==> src/rtl/control_sequencer.sv <==
// Hardwired control sequencer: fetch (T0-T2), opcode decode, and per-opcode
// execute steps (T3-T6). Control outputs are a combinational decode of the
// registered step and the IR opcode. They are forced low while Clear is held.
module control_sequencer #(
  parameter int OP_LSB    = 27,
  parameter int STEP_BITS = 4
) (
  input  logic                 Clock,
  input  logic                 Clear,
  input  logic [31:0]          IR,
  input  logic                 MemReady,
  input  logic                 Stop,
  output logic                 PCout,
  output logic                 MDRout,
  output logic                 Zhiout,
  output logic                 Zlowout,
  output logic                 HIout,
  output logic                 LOout,
  output logic                 Rout,
  output logic                 Rin,
  output logic                 Gra,
  output logic                 Grb,
  output logic                 Grc,
  output logic                 MARin,
  output logic                 MDRin,
  output logic                 IRin,
  output logic                 Yin,
  output logic                 Zin,
  output logic                 PCin,
  output logic                 HIin,
  output logic                 LOin,
  output logic                 IncPC,
  output logic                 Read,
  output logic                 AND,
  output logic                 OR,
  output logic                 ADD,
  output logic                 SUB,
  output logic                 MUL,
  output logic                 DIV,
  output logic                 SHR,
  output logic                 SHL,
  output logic                 ROR,
  output logic                 ROL,
  output logic                 NEG,
  output logic                 NOT,
  output logic                 Run,
  output logic [STEP_BITS-1:0] Step
);

  localparam logic [STEP_BITS-1:0] S_T0   = STEP_BITS'(0);
  localparam logic [STEP_BITS-1:0] S_T1   = STEP_BITS'(1);
  localparam logic [STEP_BITS-1:0] S_T2   = STEP_BITS'(2);
  localparam logic [STEP_BITS-1:0] S_T3   = STEP_BITS'(3);
  localparam logic [STEP_BITS-1:0] S_T4   = STEP_BITS'(4);
  localparam logic [STEP_BITS-1:0] S_T5   = STEP_BITS'(5);
  localparam logic [STEP_BITS-1:0] S_T6   = STEP_BITS'(6);
  localparam logic [STEP_BITS-1:0] S_HALT = STEP_BITS'(7);

  localparam logic [4:0] OP_ADD  = 5'd0;
  localparam logic [4:0] OP_SUB  = 5'd1;
  localparam logic [4:0] OP_AND  = 5'd2;
  localparam logic [4:0] OP_OR   = 5'd3;
  localparam logic [4:0] OP_SHR  = 5'd4;
  localparam logic [4:0] OP_SHL  = 5'd5;
  localparam logic [4:0] OP_ROR  = 5'd6;
  localparam logic [4:0] OP_ROL  = 5'd7;
  localparam logic [4:0] OP_MUL  = 5'd15;
  localparam logic [4:0] OP_DIV  = 5'd16;
  localparam logic [4:0] OP_NEG  = 5'd17;
  localparam logic [4:0] OP_NOT  = 5'd18;
  localparam logic [4:0] OP_MFHI = 5'd24;
  localparam logic [4:0] OP_MFLO = 5'd25;
  localparam logic [4:0] OP_HALT = 5'd27;

  logic [STEP_BITS-1:0] r_step;
  logic [STEP_BITS-1:0] w_next_step;
  logic [4:0]           w_opcode;
  logic                 w_is_alu3;
  logic                 w_is_muldiv;
  logic                 w_is_negnot;
  logic                 w_op_en;
  logic                 w_unused_ir;

  assign w_opcode    = IR[OP_LSB+4:OP_LSB];
  assign w_is_alu3   = (w_opcode <= OP_ROL);
  assign w_is_muldiv = (w_opcode == OP_MUL) || (w_opcode == OP_DIV);
  assign w_is_negnot = (w_opcode == OP_NEG) || (w_opcode == OP_NOT);
  // Only the opcode field steers control; the rest of IR is datapath business.
  assign w_unused_ir = ^IR;

  assign Run   = (r_step != S_HALT);
  assign Step  = r_step;
  // No branch instructions exist, so PC is only ever advanced via IncPC.
  assign PCin  = 1'b0;

  // Step register: Clear aborts any instruction in flight and restarts fetch.
  always_ff @(posedge Clock or negedge Clear) begin
    if (!Clear) begin
      r_step <= S_T0;
    end else begin
      r_step <= w_next_step;
    end
  end

  // Next-step selection; unknown encodings recover to T0.
  always_comb begin
    w_next_step = S_T0;
    case (r_step)
      S_T0:    w_next_step = Stop ? S_HALT : S_T1;
      S_T1:    w_next_step = MemReady ? S_T2 : S_T1;
      S_T2:    w_next_step = S_T3;
      S_T3: begin
        if (w_opcode == OP_HALT) begin
          w_next_step = S_HALT;
        end else if (w_is_alu3 || w_is_muldiv || w_is_negnot) begin
          w_next_step = S_T4;
        end else begin
          w_next_step = S_T0;
        end
      end
      S_T4:    w_next_step = (w_is_alu3 || w_is_muldiv) ? S_T5 : S_T0;
      S_T5:    w_next_step = w_is_muldiv ? S_T6 : S_T0;
      S_T6:    w_next_step = S_T0;
      S_HALT:  w_next_step = S_HALT;
      default: w_next_step = S_T0;
    endcase
  end

  // Control decode from step + opcode, all controls held low during Clear.
  always_comb begin
    {PCout, MDRout, Zhiout, Zlowout, HIout, LOout} = 6'b0;
    {Rout, Rin, Gra, Grb, Grc} = 5'b0;
    {MARin, MDRin, IRin, Yin, Zin, HIin, LOin} = 7'b0;
    {IncPC, Read} = 2'b0;
    {AND, OR, ADD, SUB, MUL, DIV} = 6'b0;
    {SHR, SHL, ROR, ROL, NEG, NOT} = 6'b0;
    w_op_en = 1'b0;
    if (Clear) begin
      case (r_step)
        S_T0: begin
          PCout = 1'b1; MARin = 1'b1; IncPC = 1'b1;
        end
        S_T1: begin
          Read = 1'b1; MDRin = 1'b1;
        end
        S_T2: begin
          MDRout = 1'b1; IRin = 1'b1;
        end
        S_T3: begin
          if (w_is_alu3 || w_is_muldiv) begin
            Grb = 1'b1; Rout = 1'b1; Yin = 1'b1;
          end else if (w_is_negnot) begin
            Grb = 1'b1; Rout = 1'b1; Zin = 1'b1; w_op_en = 1'b1;
          end else if (w_opcode == OP_MFHI) begin
            HIout = 1'b1; Gra = 1'b1; Rin = 1'b1;
          end else if (w_opcode == OP_MFLO) begin
            LOout = 1'b1; Gra = 1'b1; Rin = 1'b1;
          end else begin
            w_op_en = 1'b0;
          end
        end
        S_T4: begin
          if (w_is_alu3 || w_is_muldiv) begin
            Grc = 1'b1; Rout = 1'b1; Zin = 1'b1; w_op_en = 1'b1;
          end else if (w_is_negnot) begin
            Zlowout = 1'b1; Gra = 1'b1; Rin = 1'b1;
          end else begin
            w_op_en = 1'b0;
          end
        end
        S_T5: begin
          if (w_is_alu3) begin
            Zlowout = 1'b1; Gra = 1'b1; Rin = 1'b1;
          end else if (w_is_muldiv) begin
            Zlowout = 1'b1; LOin = 1'b1;
          end else begin
            w_op_en = 1'b0;
          end
        end
        S_T6: begin
          if (w_is_muldiv) begin
            Zhiout = 1'b1; HIin = 1'b1;
          end else begin
            w_op_en = 1'b0;
          end
        end
        default: w_op_en = 1'b0;
      endcase
    end else begin
      w_op_en = 1'b0;
    end
    case (w_opcode)
      OP_ADD:  ADD = w_op_en;
      OP_SUB:  SUB = w_op_en;
      OP_AND:  AND = w_op_en;
      OP_OR:   OR  = w_op_en;
      OP_SHR:  SHR = w_op_en;
      OP_SHL:  SHL = w_op_en;
      OP_ROR:  ROR = w_op_en;
      OP_ROL:  ROL = w_op_en;
      OP_MUL:  MUL = w_op_en;
      OP_DIV:  DIV = w_op_en;
      OP_NEG:  NEG = w_op_en;
      OP_NOT:  NOT = w_op_en;
      default: ADD = 1'b0;
    endcase
  end

endmodule

==> config.mk <==
export PLATFORM = sky130hd
export DESIGN_NAME = control_sequencer
export DESIGN_NICKNAME = d
export VERILOG_FILES = /design/src/rtl/control_sequencer.sv
export SDC_FILE = /design/constraint.sdc
export NUM_CORES = 1
export LEC_CHECK = 0
export ABC_AREA = 1
export CELL_PAD_IN_SITES_DETAIL_PLACEMENT = 1
export CELL_PAD_IN_SITES_GLOBAL_PLACEMENT = 2
export CORE_UTILIZATION = 12
export CTS_CLUSTER_SIZE = 14
export DETAILED_ROUTE_END_ITERATION = 7
export PLACE_DENSITY_LB_ADDON = 0.1
export SYNTH_ARGS = -nofsm -noshare
export SYNTH_HDL_FRONTEND = slang
export SYNTH_SLANG_ARGS = --single-unit
==> constraint.sdc <==
create_clock -name Clock -period 2.2 [get_ports Clock]
set_input_delay 0.33 -clock Clock [delete_from_list [all_inputs] [get_ports Clock]]
set_output_delay 0.33 -clock Clock [all_outputs]
set_load 0.01 [all_outputs]
# Yosys cells after proc, flatten, opt, wreduce, memory -nomap -nowiden
# Cells that the tools add are included.
# word_totals
inputBits,36
output_inout_bits,38
reg_bits,4
# classes
mux,65
reduce_logical,6
eq_ne,22
order_cmp,1
# op_table
cell,n
1-bit two-way mux,54
5-bit == test (second input constant),6
3-bit one-hot mux with 7 select lines,1
5-bit by 3-bit == test with 1-bit output (second input constant),4
4-bit by 3-bit == test with 1-bit output (second input constant),4
3-bit two-way mux,5
5-bit by 2-bit == test with 1-bit output (second input constant),2
4-bit by 2-bit == test with 1-bit output (second input constant),2
1-bit one-hot mux with 2 select lines,3
5-bit by 1-bit == test with 1-bit output (second input constant),1
5-bit by 4-bit == test with 1-bit output (second input constant),1
5-bit by 3-bit less-or-equal comparator with 1-bit output (second input constant),1
5-bit zero test,1
4-bit by 1-bit == test with 1-bit output (second input constant),1
4-bit zero test,1
1-bit logical OR,4
4-bit by 3-bit != test with 1-bit output (second input constant),1
1-bit one-hot mux with 3 select lines,1
2-bit two-way mux,1

# Longest topological paths before layout
# logic_depth
ltp_word,7
mapped_depth,10
mapped_depth_nobuf,9

# Least setup slack after synthesis
# No wires, ideal clock.
# synth_timing
path_kind,input to output
startpoint,input IR[28]
endpoint,output Zhiout
path_slack_ns,0.328
cell_stages,7
required_time_ns,1.870
path_buffers,2
arrival_ns,1.542
path_cell_list,buf_6 nor2_1 nand3_2 nand2_1 nand2_1 nor4_1 buf_4
# synth_between
elab_chain_cells,5
elab_cells_between_ends,6
classes_between,eq/ne (2); mux (3); reduce/logical (1)
# synth_rtl
item,line,source
"start, declared",10,"input logic [31:0] IR,"
5-bit by 4-bit == test with 1-bit output or 5-bit == test (tied branches),86,assign w_is_muldiv = (w_opcode == OP_MUL) || (w_opcode == OP_DIV);
1-bit logical OR (*),86,
1-bit two-way mux (*) (3 in a row),--,
"end, declared",15,"output logic Zhiout,"
# Mark *: on every way between the ends. The rest lies on a longest branch, timed or not.

# Worst setup path in the final report
# layout_timing
startpoint,input Clear
endpoint,output MDRout
# layout_between
elab_chain_cells,1
# layout_rtl
item,line,source
"start, declared",9,"input logic Clear,"
1-bit two-way mux,138,if (Clear) begin
"end, declared",14,"output logic MDRout,"
# No other way between the ends.

==> results.cfg <==
[status]
status = completed

[final_layout]
fill_cells = 652
nNetsFinal = 228
diodes = 0
largest_reg_flops = 3
syn_to_final_growth_pct = 122.8
fin_area_sq_um = 1453
drive_gt1_share_pct = 37.17

[die]
die_x_um = 75.71
dieArea_sq_um = 5731
core_area_sq_um = 5172
initial_core_util_pct = 12.60
die_y_um = 75.71
pin_count = 74
num_rows = 26

[power]
p_comb_share_pct = 27.1
internal_power_uw = 217.1
switching_share_pct = 27.35
clock_power_share_pct = 54.3
power.switching_uw = 81.75
powerDensity_nw_per_um2 = 205.7
p_leak_nw = 0.8321
irDropWorstVdd_mv = 0.09892
seq_power_share_pct = 18.6

[clocking]
cts-buffers-inserted = 3
clk_pin_slew_worst_paths_ps = 30
hold_buffers = 0
clockBufferDepth = 2
cts_root_buffer = clkbuf_8
clkLatencyLatePin_ps = 220
htree_levels = 1
clkSinkCount = 3
cts_tree = yes

[critical_path]
end_kind = output port
crit_type = input pin to output port
cp-start-kind = input pin
worstRegToRegCells = 8
reg2reg_to = Step[2]
crit_top_cell = clkdlybuf4s50_1
worstPathMaxFanout = 5
worstPathArrival_ps = 1760
crit_path_cell_trace = clkdlybuf4s50_1 > inv_1 > buf_4 > nor2_1 > clkdlybuf4s50_1
rr_startpoint = Step[0]
path_buf_inv = 4
crit_family = buffers and inverters
cpPeakStageDelay_ps = 560
cpMaxStageDelayCell = clkdlybuf4s50_1
required_ps = 1870
reg2reg_slack_ps = 740

[routing]
drtIter0Drc = 26
first_pass_iters = 4
viasPerCell = 3.820
drt-wirelength-per-cell_um = 11.13
antenna_left = 0
drt-total-wl_mm = 2.906
vias = 997
drcViolationCount = 0

[yosys]
ys_seq_area_share_pct = 11.52
syn_area_sq_um = 651.9
synth_area_leaders = nand2_1 (13%), dfrtp_1 (12%), buf_4 (9.2%)
synth_top_cell_area_share_pct = 12.67
syn_avg_cell_area_sq_um = 5.718
synthArstFlopShare_pct = 100.0
yosysWarnings = 0
synthCells = 114
post_synth_num_cell_types = 21
yosys.area.top_type = nand2_1
synth_seq_cells = 3
netlist_top_cells_count = nand2_1 (22), inv_1 (16), nor2_1 (16)
yosys_most_used_dff = dfrtp_1
synth_edf_count = 0
synth_most_common_cell = nand2_1

[sta]
period_minus_slack_ps = 2094
report.final.setup_viol = 0
rsz0062_at_grt = no
period_share_pct = 95.20
whs_ps = 440.0
fmax_mhz = 477.5
fin_skew_ps = 2.111
hold_viol_final = 0
maxSlewViolCount = 0

[grt]
grt_max_degree = 10
grt_pass1_vias = 1048
antenna_found_initial = 0
grt_pass1_wl_mm = 4.905
overflow = 0
grt_use_total_pct = 11.52

[place]
place_area_sq_um = 1368
gp_congestion = 0.8242
hpwl_mm = 2.389
port_buffers = 44

[job]
cap_violations = 0

[worst_hold_path]
hp-class = input pin to asynchronous set/reset pin
## layout by cell type, fill, tap and decap left out, types with 2 or more instances in the layout
cell	n
nand2_2	2
nor4_2	2
nand4_1	4
dfrtp_1	2
clkdlybuf4s50_1	9
nor2_4	3
nor2_2	7
nand3_4	3
nand3_1	7
nand2_4	3
inv_1	14
nor4_1	3
nor3_1	3
a21oi_1	8
clkbuf_8	3
nand2_1	22
clkbuf_2	3
conb_1	2
nor2_1	11
dlymetal6s2s_1	3
buf_4	36
dlygate4sd2_1	26
inv_2	5
## stage by stage
stage / power, mW / util [%] / worst slack (ps) / TNS [ps] / std cells
5_1_grt: 0.3136 / 28.08 / 22.83 / 0 / 261
3_3_place_gp: 0.1332 / 26.44 / -589.2 / -12620 / 254
6_report: 0.2989 / 28.08 / 105.6 / 0 / 261
3_5_place_dp: 0.1326 / 26.44 / -594.7 / -12270 / 254
4_1_cts: 0.2994 / 27.84 / 10.27 / 0 / 260
2_1_floorplan: 0.08619 / - / 327.7 / 0 / 115
## cells by family (layout without fill, tap and decap cells)
| group | count (synthesis) | after routing | synth area share, % |
|---|---|---|---|
| other cells | 1 | 2 | 0.5753 |
| compound gates | 12 | 12 | 9.790 |
| flops | 3 | 3 | 11.52 |
| buf+inv | 28 | 103 | 21.88 |
| simple gates | 70 | 71 | 56.24 |
## how the worst max path moves through the flow
stage	cells past startpoint	from	end	slack, ps
6_report	5	Clear	MDRout	110
5_1_grt	9	IR[28]	HIin	20
4_1_cts	8	Step[0]	Rin	10
3_5_place_dp	9	IR[28]	Zhiout	-590
3_3_place_gp	9	IR[28]	HIin	-590
2_1_floorplan	7	IR[28]	Zhiout	330
## final cells by class
class	instances	area (sq um)	area share, %
clock buffer	4	45.04	3.101
inverter	19	71.32	4.910
multi-input combinational	85	500.5	34.45
sequential	3	76.32	5.254
tap	70	87.58	6.029
timing repair buffer	80	671.9	46.25
## power groups by stage
stage          clock network [mW]  registers, mW  logic [mW]
5_1_grt                     0.168         0.0555      0.0902
3_3_place_gp                    0         0.0562      0.0770
4_1_cts                     0.164         0.0556      0.0797
3_5_place_dp                    0         0.0562      0.0764
6_report                    0.162         0.0556      0.0811
2_1_floorplan                   0         0.0562      0.0300
## repair_timing
action,CTS,global route
pin swaps,3,2
setup buffers,1,1
hold endpoints to repair,0,0
resized for setup,48,15
setup endpoints to repair,30,10
cloned,1,0
## layer usage
layer  global-route usage (%)  vias up  part of all wire, %
li1                         -      513                    -
met5                        0        -                    0
met2                    18.06       30                   47
met3                    1.190        5                  3.3
met1                    15.77      449                   48
met4                    5.556        0                  1.9
Note: power is estimated with default switching activity, not from simulation.
